`config.mk`:
```
export PLATFORM = sky130hd
export DESIGN_NAME = interrupt_controller
export DESIGN_NICKNAME = d
export VERILOG_FILES = /design/src/rtl/interrupt_controller_pkg.sv /design/src/rtl/interrupt_controller_spr_file.sv /design/src/rtl/interrupt_controller.sv
export SDC_FILE = /design/constraint.sdc
export NUM_CORES = 2
export LEC_CHECK = 0
export CELL_PAD_IN_SITES_DETAIL_PLACEMENT = 1
export CELL_PAD_IN_SITES_GLOBAL_PLACEMENT = 2
export CORE_MARGIN = 2
export CORE_UTILIZATION = 40
export DETAILED_ROUTE_END_ITERATION = 7
export MAX_ROUTING_LAYER = met4
export PLACE_DENSITY_LB_ADDON = 0.1
export SETUP_SLACK_MARGIN = 0.5
export SLEW_MARGIN = 30
export SYNTH_ARGS = -nofsm -noshare
export SYNTH_HDL_FRONTEND = slang
export SYNTH_HIERARCHICAL = 1
export SYNTH_SLANG_ARGS = --single-unit
```
`constraint.sdc`:
```
create_clock -name clk -period 5.13 [get_ports clk]
set_clock_uncertainty 0.1 [all_clocks]
set_input_delay 1.026 -clock clk [delete_from_list [all_inputs] [get_ports clk]]
set_output_delay 1.026 -clock clk [all_outputs]
set_load 0.005 [all_outputs]
```
`src/rtl/interrupt_controller_pkg.sv`:
```
// Shared constants for the interrupt controller: SPR numbers, exception codes,
// MSR/ESR bit positions (IBM numbering, bit 0 = MSB) and the source table.
package interrupt_controller_pkg;

    localparam int unsigned EXC_W    = 4;
    localparam int unsigned NUM_IVOR = 16;
    localparam int unsigned NUM_SRC  = 8;

    localparam logic [9:0] SPRN_SRR1  = 10'd27;
    localparam logic [9:0] SPRN_ESR   = 10'd62;
    localparam logic [9:0] SPRN_IVPR  = 10'd63;
    localparam logic [9:0] SPRN_IVOR0 = 10'd400;

    localparam logic [3:0] EXC_NONE = 4'd0;
    localparam logic [3:0] EXC_DSI  = 4'd1;
    localparam logic [3:0] EXC_ISI  = 4'd2;
    localparam logic [3:0] EXC_DEV0 = 4'd3;
    localparam logic [3:0] EXC_DEV1 = 4'd4;
    localparam logic [3:0] EXC_PROG = 4'd5;
    localparam logic [3:0] EXC_SC   = 4'd6;
    localparam logic [3:0] EXC_DTLB = 4'd7;
    localparam logic [3:0] EXC_ITLB = 4'd8;

    localparam int unsigned MSR_EE = 16;
    localparam int unsigned MSR_PR = 17;

    localparam int unsigned ESR_PE_MSB = 4;
    localparam int unsigned ESR_PE_LSB = 6;

    // Encoding order is the arbitration order: lower value wins.
    typedef enum logic [2:0] {
        SRC_PROG, SRC_SC, SRC_ISI, SRC_ITLB, SRC_DSI, SRC_DTLB, SRC_DEV0, SRC_DEV1
    } src_e;

    typedef enum logic {ST_IDLE, ST_WAIT} grant_state_e;

    function automatic logic [3:0] src_code(input src_e s);
        case (s)
            SRC_PROG: return EXC_PROG;
            SRC_SC:   return EXC_SC;
            SRC_ISI:  return EXC_ISI;
            SRC_ITLB: return EXC_ITLB;
            SRC_DSI:  return EXC_DSI;
            SRC_DTLB: return EXC_DTLB;
            SRC_DEV0: return EXC_DEV0;
            default:  return EXC_DEV1;
        endcase
    endfunction

    function automatic logic [3:0] src_ivor(input src_e s);
        case (s)
            SRC_PROG: return 4'd6;
            SRC_SC:   return 4'd8;
            SRC_ISI:  return 4'd3;
            SRC_ITLB: return 4'd14;
            SRC_DSI:  return 4'd2;
            SRC_DTLB: return 4'd13;
            SRC_DEV0: return 4'd4;
            default:  return 4'd5;
        endcase
    endfunction

endpackage

```
`src/rtl/interrupt_controller_spr_file.sv`:
```
// Interrupt SPR file: three software R/W ports, a hardware SRR1/ESR update port
// and the vector address formed from IVPR and a selected IVOR.
module interrupt_controller_spr_file
    import interrupt_controller_pkg::*;
(
    input  logic        clk,
    input  logic        rst,
    input  logic [9:0]  i_addr [3],
    input  logic [0:31] i_wd   [3],
    input  logic [2:0]  i_wr,
    output logic [0:31] o_rd   [3],
    input  logic        i_hw_srr1_we,
    input  logic [0:31] i_hw_srr1_d,
    input  logic        i_hw_esr_we,
    input  logic [2:0]  i_hw_esr_pe,
    input  logic [3:0]  i_vec_sel,
    output logic [0:31] o_vec
);

    logic [0:31] r_esr;
    logic [0:31] r_ivpr;
    logic [0:31] r_srr1;
    logic [0:31] r_ivor [NUM_IVOR];

    logic [0:31] w_esr_nxt;
    logic [0:31] w_ivpr_nxt;
    logic [0:31] w_srr1_nxt;
    logic [0:31] w_ivor_nxt [NUM_IVOR];

    // Later ports overwrite earlier ones; the hardware update is applied last.
    always_comb begin
        w_esr_nxt  = r_esr;
        w_ivpr_nxt = r_ivpr;
        w_srr1_nxt = r_srr1;
        w_ivor_nxt = r_ivor;
        for (int unsigned p = 0; p < 3; p++) begin
            if (i_wr[p]) begin
                if (i_addr[p] == SPRN_ESR)  w_esr_nxt  = i_wd[p];
                if (i_addr[p] == SPRN_IVPR) w_ivpr_nxt = i_wd[p];
                if (i_addr[p] == SPRN_SRR1) w_srr1_nxt = i_wd[p];
                for (int unsigned i = 0; i < NUM_IVOR; i++) begin
                    if (i_addr[p] == SPRN_IVOR0 + 10'(i)) w_ivor_nxt[i] = i_wd[p];
                end
            end
        end
        if (i_hw_srr1_we) w_srr1_nxt = i_hw_srr1_d;
        if (i_hw_esr_we) begin
            w_esr_nxt = r_esr;
            w_esr_nxt[ESR_PE_MSB:ESR_PE_LSB] = i_hw_esr_pe;
        end
    end

    always_ff @(posedge clk or negedge rst) begin
        if (!rst) begin
            r_esr  <= '0;
            r_ivpr <= '0;
            r_srr1 <= '0;
            for (int unsigned i = 0; i < NUM_IVOR; i++) r_ivor[i] <= '0;
        end else begin
            r_esr  <= w_esr_nxt;
            r_ivpr <= w_ivpr_nxt;
            r_srr1 <= w_srr1_nxt;
            for (int unsigned i = 0; i < NUM_IVOR; i++) r_ivor[i] <= w_ivor_nxt[i];
        end
    end

    always_comb begin
        for (int unsigned p = 0; p < 3; p++) begin
            o_rd[p] = '0;
            if (i_addr[p] == SPRN_ESR)  o_rd[p] = r_esr;
            if (i_addr[p] == SPRN_IVPR) o_rd[p] = r_ivpr;
            if (i_addr[p] == SPRN_SRR1) o_rd[p] = r_srr1;
            for (int unsigned i = 0; i < NUM_IVOR; i++) begin
                if (i_addr[p] == SPRN_IVOR0 + 10'(i)) o_rd[p] = r_ivor[i];
            end
        end
    end

    assign o_vec = {r_ivpr[0:15], r_ivor[i_vec_sel][16:27], 4'b0000};

endmodule

```
`src/rtl/interrupt_controller.sv`:
```
// Exception/interrupt unit: fixed-priority arbiter over eight level requests,
// a two-state grant FSM and the interrupt SPR file.
module interrupt_controller #(
    parameter int unsigned EXC_W = 4
) (
    input  logic             clk,
    input  logic             rst,
    input  logic [9:0]       addr0,
    input  logic [9:0]       addr1,
    input  logic [9:0]       addr2,
    input  logic [0:31]      wd0,
    input  logic [0:31]      wd1,
    input  logic [0:31]      wd2,
    input  logic             wr0,
    input  logic             wr1,
    input  logic             wr2,
    output logic [0:31]      rd0,
    output logic [0:31]      rd1,
    output logic [0:31]      rd2,
    input  logic [0:31]      MSR,
    input  logic             DSI_req,
    input  logic             ISI_req,
    input  logic             ITLB_req,
    input  logic             DTLB_req,
    input  logic             DEV0_req,
    input  logic             DEV1_req,
    input  logic             progErr_req,
    input  logic             SC_req,
    input  logic [2:0]       progErrCode,
    output logic             DSI_ack,
    output logic             ISI_ack,
    output logic             ITLB_ack,
    output logic             DTLB_ack,
    output logic             DEV0_ack,
    output logic             DEV1_ack,
    output logic             progErr_ack,
    output logic             SC_ack,
    output logic             ack,
    output logic [EXC_W-1:0] excepCode,
    output logic [0:31]      intrEntryAddr
);

    import interrupt_controller_pkg::*;

    logic [9:0]         w_addr [3];
    logic [0:31]        w_wd   [3];
    logic [0:31]        w_rd   [3];
    logic [NUM_SRC-1:0] w_req;
    logic               w_any;
    logic               w_found;
    src_e               w_win;
    logic               w_grant;
    logic [0:31]        w_vec;

    grant_state_e       r_state;
    logic [NUM_SRC-1:0] r_acks;
    logic               r_ack;
    logic [EXC_W-1:0]   r_code;
    logic [0:31]        r_vec;

    assign w_addr[0] = addr0;
    assign w_addr[1] = addr1;
    assign w_addr[2] = addr2;
    assign w_wd[0]   = wd0;
    assign w_wd[1]   = wd1;
    assign w_wd[2]   = wd2;
    assign rd0       = w_rd[0];
    assign rd1       = w_rd[1];
    assign rd2       = w_rd[2];

    assign w_req[SRC_PROG] = progErr_req;
    assign w_req[SRC_SC]   = SC_req;
    assign w_req[SRC_ISI]  = ISI_req;
    assign w_req[SRC_ITLB] = ITLB_req;
    assign w_req[SRC_DSI]  = DSI_req;
    assign w_req[SRC_DTLB] = DTLB_req;
    assign w_req[SRC_DEV0] = DEV0_req & MSR[MSR_EE];
    assign w_req[SRC_DEV1] = DEV1_req & MSR[MSR_EE];

    assign w_any = |w_req;

    always_comb begin
        w_win   = SRC_DEV1;
        w_found = 1'b0;
        for (int unsigned k = 0; k < NUM_SRC; k++) begin
            if (!w_found && w_req[k]) begin
                w_win   = src_e'(3'(k));
                w_found = 1'b1;
            end
        end
    end

    assign w_grant = (r_state == ST_IDLE) && w_any;

    interrupt_controller_spr_file u_spr_file (
        .clk          (clk),
        .rst          (rst),
        .i_addr       (w_addr),
        .i_wd         (w_wd),
        .i_wr         ({wr2, wr1, wr0}),
        .o_rd         (w_rd),
        .i_hw_srr1_we (w_grant),
        .i_hw_srr1_d  (MSR),
        .i_hw_esr_we  (w_grant && (w_win == SRC_PROG)),
        .i_hw_esr_pe  (progErrCode),
        .i_vec_sel    (src_ivor(w_win)),
        .o_vec        (w_vec)
    );

    // WAIT gives the acked source one cycle to drop its level request.
    always_ff @(posedge clk or negedge rst) begin
        if (!rst) begin
            r_state <= ST_IDLE;
            r_acks  <= '0;
            r_ack   <= 1'b0;
            r_code  <= EXC_W'(EXC_NONE);
            r_vec   <= '0;
        end else begin
            r_acks <= '0;
            r_ack  <= 1'b0;
            case (r_state)
                ST_IDLE: begin
                    if (w_any) begin
                        r_acks[w_win] <= 1'b1;
                        r_ack         <= 1'b1;
                        r_code        <= EXC_W'(src_code(w_win));
                        r_vec         <= w_vec;
                        r_state       <= ST_WAIT;
                    end
                end
                default: r_state <= ST_IDLE;
            endcase
        end
    end

    assign progErr_ack   = r_acks[SRC_PROG];
    assign SC_ack        = r_acks[SRC_SC];
    assign ISI_ack       = r_acks[SRC_ISI];
    assign ITLB_ack      = r_acks[SRC_ITLB];
    assign DSI_ack       = r_acks[SRC_DSI];
    assign DTLB_ack      = r_acks[SRC_DTLB];
    assign DEV0_ack      = r_acks[SRC_DEV0];
    assign DEV1_ack      = r_acks[SRC_DEV1];
    assign ack           = r_ack;
    assign excepCode     = r_code;
    assign intrEntryAddr = r_vec;

endmodule

```
==> results list <==
* Result of the run: finished with violations
* Violated checks: DRC
- After floorplanning, the core was divided into between 100 and 150 placement rows.
- In this run the worst path has a maximum fanout of 18.
- Fill cells in the final layout number approximately 16000.
- DRT Wirelength: approximately 460 mm
- Before antenna repair, the detailed router went through 8 iterations.
* Max clock buf depth: 3
* Yosys warns: 6
- Counting flops with a built-in enable in the synthesized netlist gives 0.
* Portion of total power attributed to sequential cells: 38.2%
- Top area cells in the synthesized netlist: dfrtp_1 (28%), mux2i_1 (13%), a211oi_1 (7.0%)
* Area of combinational cells with multiple inputs: 0.0413 mm^2
- Combinational fraction of design power: a little under a quarter
- Arr. time, crit path: 3810 ps
* Total internal power: 10.8 mW
- After synthesis, the netlist uses 95 different library cells.
* Detailed router's first-iteration violation count: 14900
* CTS H-tree depth: 3
- For this run, asynchronously set or reset flops after synthesis account for 100%.
* Worst EP required: around 4000 ps
- Dividing the detail-routed via count by the number of cells gives ~8.
* Top cell type's share of synthesized area: between 20% and 30%
- Remaining design rule violation count: a little over 80
- Global routing usage summed across all routing layers: between 60% and 70%
- Initial antenna violation count: between 50 and 60
* Die height: approximately 380 um
- DIE WIDTH: roughly 380 um
- The total overflow left after global routing is 0.
- Across the run, the number of max-cap violations was 0.
- Endpoint of the worst-slack reg-to-reg timing path: u_spr_file/r_srr1[16]$_DFF_PN0_
- In this design, the stage delay of the slowest critical-path cell is 440 ps.
- At the pin with the least slew margin, the transition time is between 1000 and 1500 ps.
- Starting utilization of the core area: around two fifths
* Register-to-register setup slack: ~2500 ps
* CTS sink cnt: between 600 and 700
* Post-synthesis average cell area: 8.33 um^2
- The die covers roughly 0.15 mm^2.
- The signal on the critical path passes through buf_6, buf_4, nand2b_4, nand2_4, a32oi_1, nand4_1, a21oi_2, o21ai_1, buf_4, clkdlybuf4s50_1.
- Clock slew seen by the registers of the worst setup and hold paths: ~60 ps
- Setup repair after global routing could not meet its margin everywhere.
- Counting the buffers created by CTS gives 84.
* Post-synthesis cell count: between 6000 and 7000
- The final route contains ~77000 vias.
- Buffer type at the clock tree root: clkbuf_16
* Fraction of power consumed by the clock network: 38.6%
* Proportion of synthesized chip area in sequential cells: around 28%
- Switching power summed over all nets: 6.09 mW
- The kind of cell with the highest combined delay along the critical path is buffers and inverters.
* Pwr/cell area: 211 mW/mm^2
* Syn-to-layout area delta: 38.7%
- WHS: 228 ps
- Relative slew slack: ~16%
- Switching power as a share of total power: about 36%
- Summing every instance area after synthesis gives around 0.058 mm^2.
* Maximum number of pins on one net before global-route repair: 110
- The smallest clock period supported by the final layout is computed as a little under 5000 ps.
* Average wire length per cell after detail routing: 46.2 um
- The number of endpoints with negative hold slack in the final report came to 0.
- The number of hold buffers added after CTS was 0.
* Highest achievable clock rate: roughly 200 MHz
- Core ar.: approximately 0.14 mm^2
- Nature of the critical path startpoint: input pin
* Global-route wire length before repair: approximately 600 mm
- Final setup fails: 0
* Number of antenna-violating nets in the routed design: 0
- Ys flop type: dfrtp_1
* Type of the worst min-delay path: in -> async
* Cell occurring most often along the worst timing path: buf_4
* Share of post-route cells with drive strength above 1: a little under a third
* Count of input and output buffers: ~310
- STA classifies the critical path endpoint as an output pin.
- Sequential Area: between 0.015 and 0.02 mm^2
* # IOs: 315
- Post-layout nets: approximately 8000
* FF+latch count, synth: about 650
- At the later pin of the worst-skew pair, clock insertion delay measures around 750 ps.
- IR drop worst, VDD: roughly 0.32 mV
- TritonCTS built the clock tree.
- Slowest CP cell: clkdlybuf4s50_1
- HPWL after detailed placement: 332 mm
- The congestion estimate from routability-driven global placement came to 1.18.
- Cell type with the highest aggregate area in the netlist: dfrtp_1
* Via count of the first global-routing pass: between 70000 and 80000
- The max-slew violation count is 0.
* FF-to-FF Start: ack$_DFF_PN0_
- Fin crit share: a little over nine tenths
* Total power consumption of the routed design: ~17 mW
- Summed over all cells, the static leakage comes to between 30 and 40 nW.
- The critical path is of the in -> out type.
- Cells fill a little under three fifths of the core in the end.
- For the worst flop-to-flop path, the logic depth is 6.
- The critical path contains buffers and inverters numbering 4 combined.
metal layers:
layer,vias up,global-route usage (%),part of all wire [%]
met4,0,37.1,8.6
li1,28100,-,-
met5,-,-,0
met1,38600,75.3,37
met2,7937,78.0,38
met3,2347,30.1,17
worst max-delay path by stage:
stage	from	endpoint	slack [ps]	cells past startpoint
final	addr0[1]	rd0[1]	190	10
after global routing	addr2[9]	rd2[14]	250	14
after CTS	addr2[0]	rd2[31]	280	12
after detailed placement	addr2[8]	rd2[0]	-1010	14
after global placement	addr1[9]	rd1[31]	-1600	14
after floorplan	ISI_req	intrEntryAddr[23]$_DFFE_PN0P_	700	12
placed cells by master (no fill, tap or decap), drive strengths merged, types with 77 or more instances in the layout:
| cell | Yosys | final |
|---|---|---|
| mux2i | 741 | 741 |
| nor3 | 83 | 83 |
| a22oi | 161 | 161 |
| o22ai | 133 | 133 |
| nor2b | 77 | 77 |
| clkbuf | 630 | 147 |
| nand3 | 79 | 79 |
| a21o | 496 | 496 |
| nand2 | 452 | 452 |
| buf | 249 | 1496 |
| dfrtp | 653 | 653 |
| mux4 | 91 | 91 |
| nor2 | 768 | 768 |
| mux2 | 135 | 135 |
| o21ai | 487 | 487 |
| clkdlybuf4s50 | 0 | 151 |
| a21oi | 323 | 323 |
| a211oi | 539 | 539 |
kinds of logic (layout without fill, tap and decap cells):
family                     count (synthesis)  in the layout  synth area share [%]
AOI/OAI and AO/OA                       2708           2708                  32.7
xor gates and xnor gates                   2              2                0.0303
adders and majority gates                  1              1                0.0217
buffers and inverters                    900           1895                  6.38
DFF                                      653            653                  28.3
muxes                                    967            967                  19.2
other                                      1             74               0.00649
and+or+nand+nor                         1699           1699                  13.3
power by group through the flow:
stage                     Clock (mW)  Sequential (mW)  Combinational (mW)
after detailed placement           0             6.39                3.38
after global routing            6.68             6.39                3.93
final                           6.53             6.45                3.92
after CTS                       6.50             6.32                3.55
after floorplan                    0             5.93                1.75
after global placement             0             6.38                3.29
registers in the layout, indices dropped and copies added, names as in the netlist:
register           flops
u_spr_file/r_ivor    512
intrEntryAddr         32
u_spr_file/r_esr      32
r_acks                 8
ack                    1
excepCode              4
u_spr_file/r_srr1     32
u_spr_file/r_ivpr     32
area by class of cell:
type	instances	area share, %
Multi-Input combinational cell	5381	51.6
Timing Repair Buffer	1725	21.1
Tap cell	1903	2.97
Clock inverter	30	0.617
Inverter	21	0.105
Antenna cell	70	0.219
Clock buffer	119	2.98
Sequential cell	653	20.4
through the flow:
| step | cell area (um^2) | setup WS [ps] | setup TNS [ps] | std cells |
|---|---|---|---|---|
| after floorplan | 57800 | 702 | 0 | 6934 |
| after global placement | 71000 | -1600 | -37020 | 9449 |
| after detailed placement | 70900 | -1010 | -37410 | 9450 |
| after CTS | 77700 | 285 | 0 | 9742 |
| after global routing | 80000 | 250 | 0 | 9884 |
| final | 80100 | 194 | 0 | 9902 |
cells in the mapped netlist, types with 34 or more instances:
library cell  number
a21o_1           496
a221o_1           54
nor2_1           762
mux2_2           102
o21ai_0          487
nand2b_1          40
a222oi_1          34
nor3_1            79
o2bb2ai_1         35
a22oi_1          161
a221oi_1          43
o22ai_1          133
o221ai_1          46
a22o_1            70
buf_2             90
a21oi_1          323
dfrtp_1          653
clkbuf_1         630
mux4_2            91
nand2_1          452
a211oi_1         539
mux2i_1          741
buf_1            118
o211ai_1          45
nor2b_1           77
nand3_1           79
repair_timing:
item | CTS | global route
pin swaps | 172 | 174
cloned | 13 | 3
buffers inserted | 130 | 87
setup endpoints to repair | 96 | 93
resized for setup | 851 | 421
No activity file was read; power rests on OpenSTA's default activity.
